File: src/rtl/ser_pkg.sv
// rtl/ser_pkg.sv - shared types and helpers for the word serializer
package ser_pkg;

    // IDLE drives the idle level on the line; SHIFT drives bits of the current word.
    typedef enum logic [0:0] {
        IDLE  = 1'b0,
        SHIFT = 1'b1
    } ser_state_t;

    // Number of bits shifted per word: data bits plus an optional parity bit.
    function automatic int total_bits(input int num_bits, input bit parity_en);
        return parity_en ? num_bits + 1 : num_bits;
    endfunction

endpackage

File: src/rtl/ser_shift_reg.sv
// rtl/ser_shift_reg.sv - loadable shift register with selectable shift direction
//
// Ports:
//   clk          rising-edge clock
//   load         parallel load of parallel_in (wins over shift_en)
//   shift_en     move contents one place toward the output end
//   parallel_in  WIDTH-bit load value
//   serial_out   bit currently at the output end (MSB if MSB_FIRST, else LSB)
module ser_shift_reg #(
    parameter int WIDTH     = 8,
    parameter bit MSB_FIRST = 1'b1
) (
    input  logic             clk,
    input  logic             load,
    input  logic             shift_en,
    input  logic [WIDTH-1:0] parallel_in,
    output logic             serial_out
);

    logic [WIDTH-1:0] q;

    // Pure datapath: contents only matter after a load, so no reset.
    always_ff @(posedge clk) begin
        if (load) begin
            q <= parallel_in;
        end else if (shift_en) begin
            q <= MSB_FIRST ? (q << 1) : (q >> 1);
        end
    end

    assign serial_out = MSB_FIRST ? q[WIDTH-1] : q[0];

endmodule

File: src/rtl/word_serializer.sv
// rtl/word_serializer.sv - parallel-to-serial feeder with one-word holding buffer
//
// Optional feature: define SER_PARITY_EN to append an even-parity bit after
// each word's data bits.
//
// Ports:
//   clk           rising-edge clock
//   rst           synchronous active-high reset
//   data_in       word to serialize
//   data_valid    data_in is valid
//   data_ready    holding register empty (= !hold_full, no path from data_valid)
//   shift_strobe  advance the serial line one bit this cycle
//   serial_out    registered serial bit, IDLE_BIT when idle
//   busy          registered; high while shifting or while a word is held
module word_serializer
    import ser_pkg::*;
#(
    parameter int   NUM_BITS  = 8,
    parameter bit   MSB_FIRST = 1'b1,
    parameter logic IDLE_BIT  = 1'b0
) (
    input  logic                clk,
    input  logic                rst,
    input  logic [NUM_BITS-1:0] data_in,
    input  logic                data_valid,
    output logic                data_ready,
    input  logic                shift_strobe,
    output logic                serial_out,
    output logic                busy
);

`ifdef SER_PARITY_EN
    localparam bit PAR_EN = 1'b1;
`else
    localparam bit PAR_EN = 1'b0;
`endif
    localparam int TB    = total_bits(NUM_BITS, PAR_EN);
    localparam int CNT_W = $clog2(NUM_BITS + 1);

    ser_state_t          state, state_nxt;
    logic [NUM_BITS-1:0] hold_reg;
    logic                hold_full, hold_full_nxt;
    logic [CNT_W-1:0]    bit_cnt;

    logic [TB-1:0]       frame_vec;
    logic [TB-1:0]       rest_vec;
    logic                first_bit;
    logic                sh_head;

    logic                accept, load, advance, finish;

    assign data_ready = !hold_full;
    assign accept     = data_valid && !hold_full;
    // A held word is transferred either from IDLE or on the last bit of the
    // current word, which gives gap-free back-to-back streaming.
    assign load       = shift_strobe && hold_full && ((state == IDLE) || (bit_cnt == '0));
    assign advance    = shift_strobe && (state == SHIFT) && (bit_cnt != '0);
    assign finish     = shift_strobe && (state == SHIFT) && (bit_cnt == '0) && !hold_full;

    // Frame is ordered so the parity bit always leaves last.
    always_comb begin
`ifdef SER_PARITY_EN
        frame_vec = MSB_FIRST ? {hold_reg, ^hold_reg} : {^hold_reg, hold_reg};
`else
        frame_vec = hold_reg;
`endif
        first_bit = MSB_FIRST ? frame_vec[TB-1] : frame_vec[0];
        // The first bit goes straight to serial_out, so the shifter only
        // keeps the remaining bits; its head is always the next bit to send.
        rest_vec  = MSB_FIRST ? (frame_vec << 1) : (frame_vec >> 1);
    end

    ser_shift_reg #(
        .WIDTH    (TB),
        .MSB_FIRST(MSB_FIRST)
    ) u_shift (
        .clk        (clk),
        .load       (load),
        .shift_en   (advance),
        .parallel_in(rest_vec),
        .serial_out (sh_head)
    );

    always_comb begin
        state_nxt     = state;
        hold_full_nxt = hold_full;
        if (load) begin
            state_nxt     = SHIFT;
            hold_full_nxt = 1'b0;
        end else if (finish) begin
            state_nxt = IDLE;
        end
        // accept needs !hold_full and load needs hold_full: never both.
        if (accept) begin
            hold_full_nxt = 1'b1;
        end
    end

    always_ff @(posedge clk) begin
        if (rst) begin
            state      <= IDLE;
            hold_full  <= 1'b0;
            bit_cnt    <= '0;
            serial_out <= IDLE_BIT;
            busy       <= 1'b0;
        end else begin
            state     <= state_nxt;
            hold_full <= hold_full_nxt;
            busy      <= (state_nxt == SHIFT) || hold_full_nxt;
            if (accept) begin
                hold_reg <= data_in;
            end
            if (load) begin
                serial_out <= first_bit;
                bit_cnt    <= CNT_W'(TB - 1);
            end else if (advance) begin
                serial_out <= sh_head;
                bit_cnt    <= bit_cnt - CNT_W'(1);
            end else if (finish) begin
                serial_out <= IDLE_BIT;
            end
        end
    end

endmodule

File: config.mk
export PLATFORM = sky130hd
export DESIGN_NAME = word_serializer
export DESIGN_NICKNAME = d
export VERILOG_FILES = /design/src/rtl/ser_pkg.sv /design/src/rtl/ser_shift_reg.sv /design/src/rtl/word_serializer.sv
export SDC_FILE = /design/constraint.sdc
export NUM_CORES = 1
export LEC_CHECK = 0
export ABC_AREA = 1
export CAP_MARGIN = 20
export CORE_MARGIN = 2
export CORE_UTILIZATION = 40
export CTS_CLUSTER_SIZE = 12
export DETAILED_ROUTE_END_ITERATION = 6
export PLACE_DENSITY = 0.66
export SLEW_MARGIN = 20
export SYNTH_ARGS = -nofsm -noshare
export SYNTH_HDL_FRONTEND = slang
export SYNTH_SLANG_ARGS = --single-unit
File: constraint.sdc
create_clock -name clk -period 1.5 [get_ports clk]
set_input_delay 0.3 -clock clk [delete_from_list [all_inputs] [get_ports clk]]
set_output_delay 0.3 -clock clk [all_outputs]
set_load 0.02 [all_outputs]
Word-level counts from Yosys, hierarchy flattened
Cells that the tools add are included.
Storage, ports and cells
  register bits: 23
  bits in latches: 0
  memory bits (writable): 0
  bits in read-only memories: 0
  input port bits: 12
  output and inout bits: 3
  word-level logic and storage cells: 38
  memories: 0
Cells by class
  add/sub/neg operators: 1
  multipliers: 0
  divide/modulo/power cells: 0
  $lt $le $gt $ge: 0
  equality and inequality tests: 0
  shift-type cells: 0
  muxes and demuxes: 11
  bitwise operators: 2
  reduce and logical (&&, ||, !) cells: 16
Operators with widths (count)
  8-bit two-way mux: 2
  1-bit logical AND: 7
  1-bit two-way mux: 7
  3-bit two-way mux: 2
  4-bit logical NOT: 1
  4-bit nonzero test: 1
  4-bit by 1-bit subtractor with 4-bit output, second input constant: 1
  3-bit nonzero test: 1
  1-bit logical OR: 2
  1-bit inverter: 2
  2-bit AND reduction: 1
  2-bit nonzero test: 1
  2-bit OR reduction: 1
  1-bit logical NOT: 1

Logic depth before layout (Yosys ltp)
  word-level depth: 6
  mapped depth: 9
  depth with buffers taken out: 8

Modules after synthesis
A second synthesis with hierarchy kept.
Unflattened totals
  cells, all modules: 107
  area total of the unflattened synthesis: 1033.5 µm²
By module, submodules not included
  word_serializer: instances 1, cells each 73, area an instance 685.7 µm²
  ser_shift_reg: instances 1, cells each 34, area an instance 347.8 µm²

Least setup slack after synthesis
Ideal clock, no wire load.
  path type: register -> register
  from: register bit_cnt[0]
  to: register u_shift.q[1] (enable)
  setup time: 313 ps
  arrival: 924 ps
  required time: 1187 ps
  slack: 262 ps
  stages on the path, launching flop included: 6
  path buffers: 0
  period minus slack after synthesis: 1238 ps
  cell sequence: dfxtp_1 > inv_1 > ha_1 > nand2_2 > nand2_1 > nand2_2
On the way
  word-level cells in the longest chain between the ends: 4
Ends and longest elaborated chain
  start, declared: RTL line word_serializer.sv:43  | logic [CNT_W-1:0] bit_cnt;
  start signal, assigned: RTL line word_serializer.sv:115  | bit_cnt <= CNT_W'(TB - 1);
  start signal, assigned: RTL line word_serializer.sv:118  | bit_cnt <= bit_cnt - CNT_W'(1);
  4-bit logical NOT: RTL line word_serializer.sv:56  | assign load = shift_strobe && hold_full && ((state == IDLE) || (bit_cnt == '0));
  1-bit logical OR: RTL line word_serializer.sv:56
  1-bit logical AND: RTL line word_serializer.sv:56
  2-bit nonzero test (no source line) (*)
  end signal, assigned: RTL line ser_shift_reg.sv:25  | q <= parallel_in;
  end signal, assigned: RTL line ser_shift_reg.sv:27  | q <= MSB_FIRST ? (q << 1) : (q >> 1);
  end, declared: RTL line ser_shift_reg.sv:20  | logic [WIDTH-1:0] q;
Mark *: on every way between the ends. The rest lies on a longest branch, timed or not.
A chain may end at the register's enable or synchronous reset.

Worst setup path after layout
  from: register hold_full
  to: output data_ready
On the way
  word-level cells in the longest chain between the ends: 1
Ends and longest elaborated chain
  start, declared: RTL line word_serializer.sv:42  | logic hold_full, hold_full_nxt;
  start signal, assigned: RTL line word_serializer.sv:108  | hold_full <= hold_full_nxt;
  1-bit logical NOT: RTL line word_serializer.sv:52  | assign data_ready = !hold_full;
  end, declared: RTL line word_serializer.sv:26  | output logic data_ready,
Every way passes these cells.

==> flow_summary.json <==
{
  "outcome": "finished clean",
  "nNetsFinal": 141,
  "cts.path.max_buffers": 2,
  "timing.final.hold_violations": 0,
  "cts-htree-levels": 1,
  "synth_top_area_share": 0.4743,
  "max-vdd-ir-drop_uv": 674.4,
  "floorplan.initialDensity": 0.4252,
  "synth_top_cell_by_area": "sky130_fd_sc_hd__edfxtp_1",
  "critical_path.endpoint_type": "output pin",
  "dominant_combinational_cell_family_by_area_after_synthesis": "simple AND/OR/NAND/NOR gates",
  "vias": 714,
  "synthMuxAreaShare": 0,
  "synthFlopType": "sky130_fd_sc_hd__edfxtp_1",
  "synth_cells": 101,
  "fp-row-count": 17,
  "path_class": "register to output pin",
  "ys_top_cells_by_area": "sky130_fd_sc_hd__edfxtp_1 (47%), sky130_fd_sc_hd__dfxtp_1 (17%), sky130_fd_sc_hd__nand2_1 (13%), sky130_fd_sc_hd__inv_1 (5.5%), sky130_fd_sc_hd__nor2_1 (4.0%)",
  "place_inst": 151,
  "numCtsBuffers": 3,
  "antenna_found_initial": 0,
  "synth-xor-area-share": 0,
  "overflow": 0,
  "cts_tree": "built",
  "clock_sink_count": 23,
  "drv_cap": 0,
  "dieArea_um2": 2780,
  "maxClockFrequency_mhz": 737.1,
  "clock-skew-final_ns": 0.003239,
  "place.port_buffers": 14,
  "yosysWarnings": 0,
  "min_from": "bit_cnt[1]",
  "finalWirelength_um": 1549,
  "synth.cell_area_um2": 949.7,
  "layout-area-overhead-vs-synth_pct": 29.91,
  "post-route-drc-count": 0,
  "core-area_um2": 2233,
  "synth_commonest_cells": "sky130_fd_sc_hd__nand2_1 (34), sky130_fd_sc_hd__edfxtp_1 (15), sky130_fd_sc_hd__inv_1 (14)",
  "clkTransAtPathRegs_ns": 0.12,
  "wl_per_cell_um": 9.994,
  "chipWidth_um": 52.73,
  "synthMostInstantiatedCell": "sky130_fd_sc_hd__nand2_1",
  "worstReg2RegStart": "bit_cnt[0]",
  "pin_count_of_the_biggest_net_entering_global_routing": 13,
  "critical_path.reg2reg.endpoint": "bit_cnt[0]",
  "wire_length_of_the_first_global_routing_pass_um": 2656,
  "cts_setup_buffers": 0,
  "layout_setup_ws_ns": 0.1433,
  "final_layout_size_suffix_gt1_frac": 0.1654,
  "firstDrtPassIters": 4,
  "timing.critical_path.arrival_ns": 1.06,
  "holdBufCountCts": 0,
  "library_cell_used_as_clock_root_buffer": "sky130_fd_sc_hd__clkbuf_4",
  "io_pins": 15,
  "dpl_ws_ns": -0.1011,
  "fin_crit_sh": 0.9045,
  "route.antenna.remaining_nets": 0,
  "power.static_leakage_nw": 0.5726,
  "detailedPlacementHpwl_um": 1171,
  "timing.critical_path.required_ns": 1.20,
  "place.gp.congestion": 0.7759,
  "ys_async_sr_fraction": 0,
  "synth_seq_area_share": 0.6430,
  "fin_cells": 155,
  "grtUsageTotal": 0.1342,
  "final_critical_path_required_period_ns": 1.357,
  "power.density_nw_per_um2": 1013,
  "timing.reg2reg.setup_slack_ns": 0.15,
  "worstHoldEndpoint": "bit_cnt[1]",
  "synth.ff_latch_count": 23,
  "worst_skew_pair.late_latency_ns": 0.30,
  "report.final.slew_viol_count": 0,
  "n_antenna_cell": 0,
  "synth_fa_ha_area_frac": 0.01318,
  "yosys.cell_types.count": 14,
  "die_h_um": 52.73,
  "type_of_origin_of_the_critical_path": "register",
  "final_core_util": 0.5524,
  "syn_avg_cell_area_um2": 9.403,
  "drtIter0Drc": 20,
  "via_count_of_the_first_global_routing_pass": 669,
  "worstHoldPathType": "register to register",
  "critical_path.max_fanout": 4,
  "drt-vias-per-instance": 4.606,
  "tightestPinTransition_ns": 0.2083,
  "synth-edff-count": 15,
  "slew_headroom": 0.8617,
  "setup_violations": 0,
  "synth.net_count": 114,
  "rr_worst_depth": 9,
  "worst_hold_path.num_cells": 2,
  "synth_simple_gate_area_frac": 0.2385,
  "rsz_0062_raised_after_global_routing": "false",
  "synth-compound-area-share": 0.03426
}
==> cells in the final DEF, fill, tap and decap left out, drive strengths merged <==
cell type and count:
nand2 38, edfxtp 15, inv 15, clkdlybuf4s50 11
nor2 10, buf 9, dfxtp 8, nand3 6
clkbuf 4, dlygate4sd2 3, o21ai 3, a21oi 2
o21bai 1, nand4 1, ha 1
==> how the worst max path moves through the flow <==
stage	start	to	cells past startpoint
6_report	hold_full	data_ready	2
5_1_grt	bit_cnt[0]	bit_cnt[0]	9
4_1_cts	bit_cnt[0]	u_shift.q[6]	8
3_5_place_dp	shift_strobe	bit_cnt[1]	8
3_3_place_gp	shift_strobe	bit_cnt[1]	8
2_1_floorplan	bit_cnt[0]	u_shift.q[1]	5
==> repair_timing <==
action | CTS | global route
hold endpoints to repair | 0 | 0
gates resized for setup | 3 | 7
pin swaps | 0 | 0
endpoints found under the setup margin | 3 | 16
==> cells by family (layout without fill, tap and decap cells) <==
kind of cell,Yosys count,in the layout
and+or+nand+nor,55,55
buffers and inverters,16,42
AOI/OAI and AO/OA,6,6
DFF,23,23
adders and majority gates,1,1
==> state kept, by name, indices dropped and copies added, names as in the netlist <==
signal,count
u_shift.q,7
state,1
frame_vec,8
serial_out,1
busy,1
hold_full,1
bit_cnt,4
==> cell type report <==
class | count | area [µm²]
flip-flops and latches | 23 | 613.1
inverters | 15 | 56.30
repair buffers | 23 | 216.5
clock buffers | 4 | 26.28
well taps | 28 | 35.03
multi-input cells | 62 | 286.5
fillers | 216 | 999.7
==> per-stage QoR <==
step | hold WS [ns] | instance area (µm²) | power [mW] | setup TNS, ns
after floorplan | 0.3724 | 949.7 | 0.8806 | 0
after global placement | 0.5059 | 1194 | 0.9823 | -0.5649
after detailed placement | 0.5039 | 1194 | 0.9858 | -1.294
after CTS | 0.5324 | 1216 | 1.248 | 0
after global routing | 0.5224 | 1234 | 1.315 | 0
final | 0.5158 | 1234 | 1.250 | 0
==> worst max-delay path, cell delays in order, from the launching register on <==
cell and delay (ns):
sky130_fd_sc_hd__dfxtp_1 0.39, sky130_fd_sc_hd__inv_1 0.05, sky130_fd_sc_hd__dlygate4sd2_1 0.31
==> where the power goes <==
| part | switching [mW] | internal [mW] | leakage [nW] |
|---|---|---|---|
| clock network | 0.174 | 0.104 | 0.0150 |
| registers | 0.0183 | 0.728 | 0.206 |
| logic | 0.120 | 0.106 | 0.351 |
==> layer usage <==
metal,share of wire,up-vias,GRT usage,wire length [µm]
li1,-,373,-,-
met1,0.51,327,0.1774,787
met2,0.43,10,0.1979,670
met3,0.026,4,0.01714,41
met4,0.032,0,0.1026,50
met5,0,-,0,0
No activity file was read; power rests on OpenSTA's default activity.
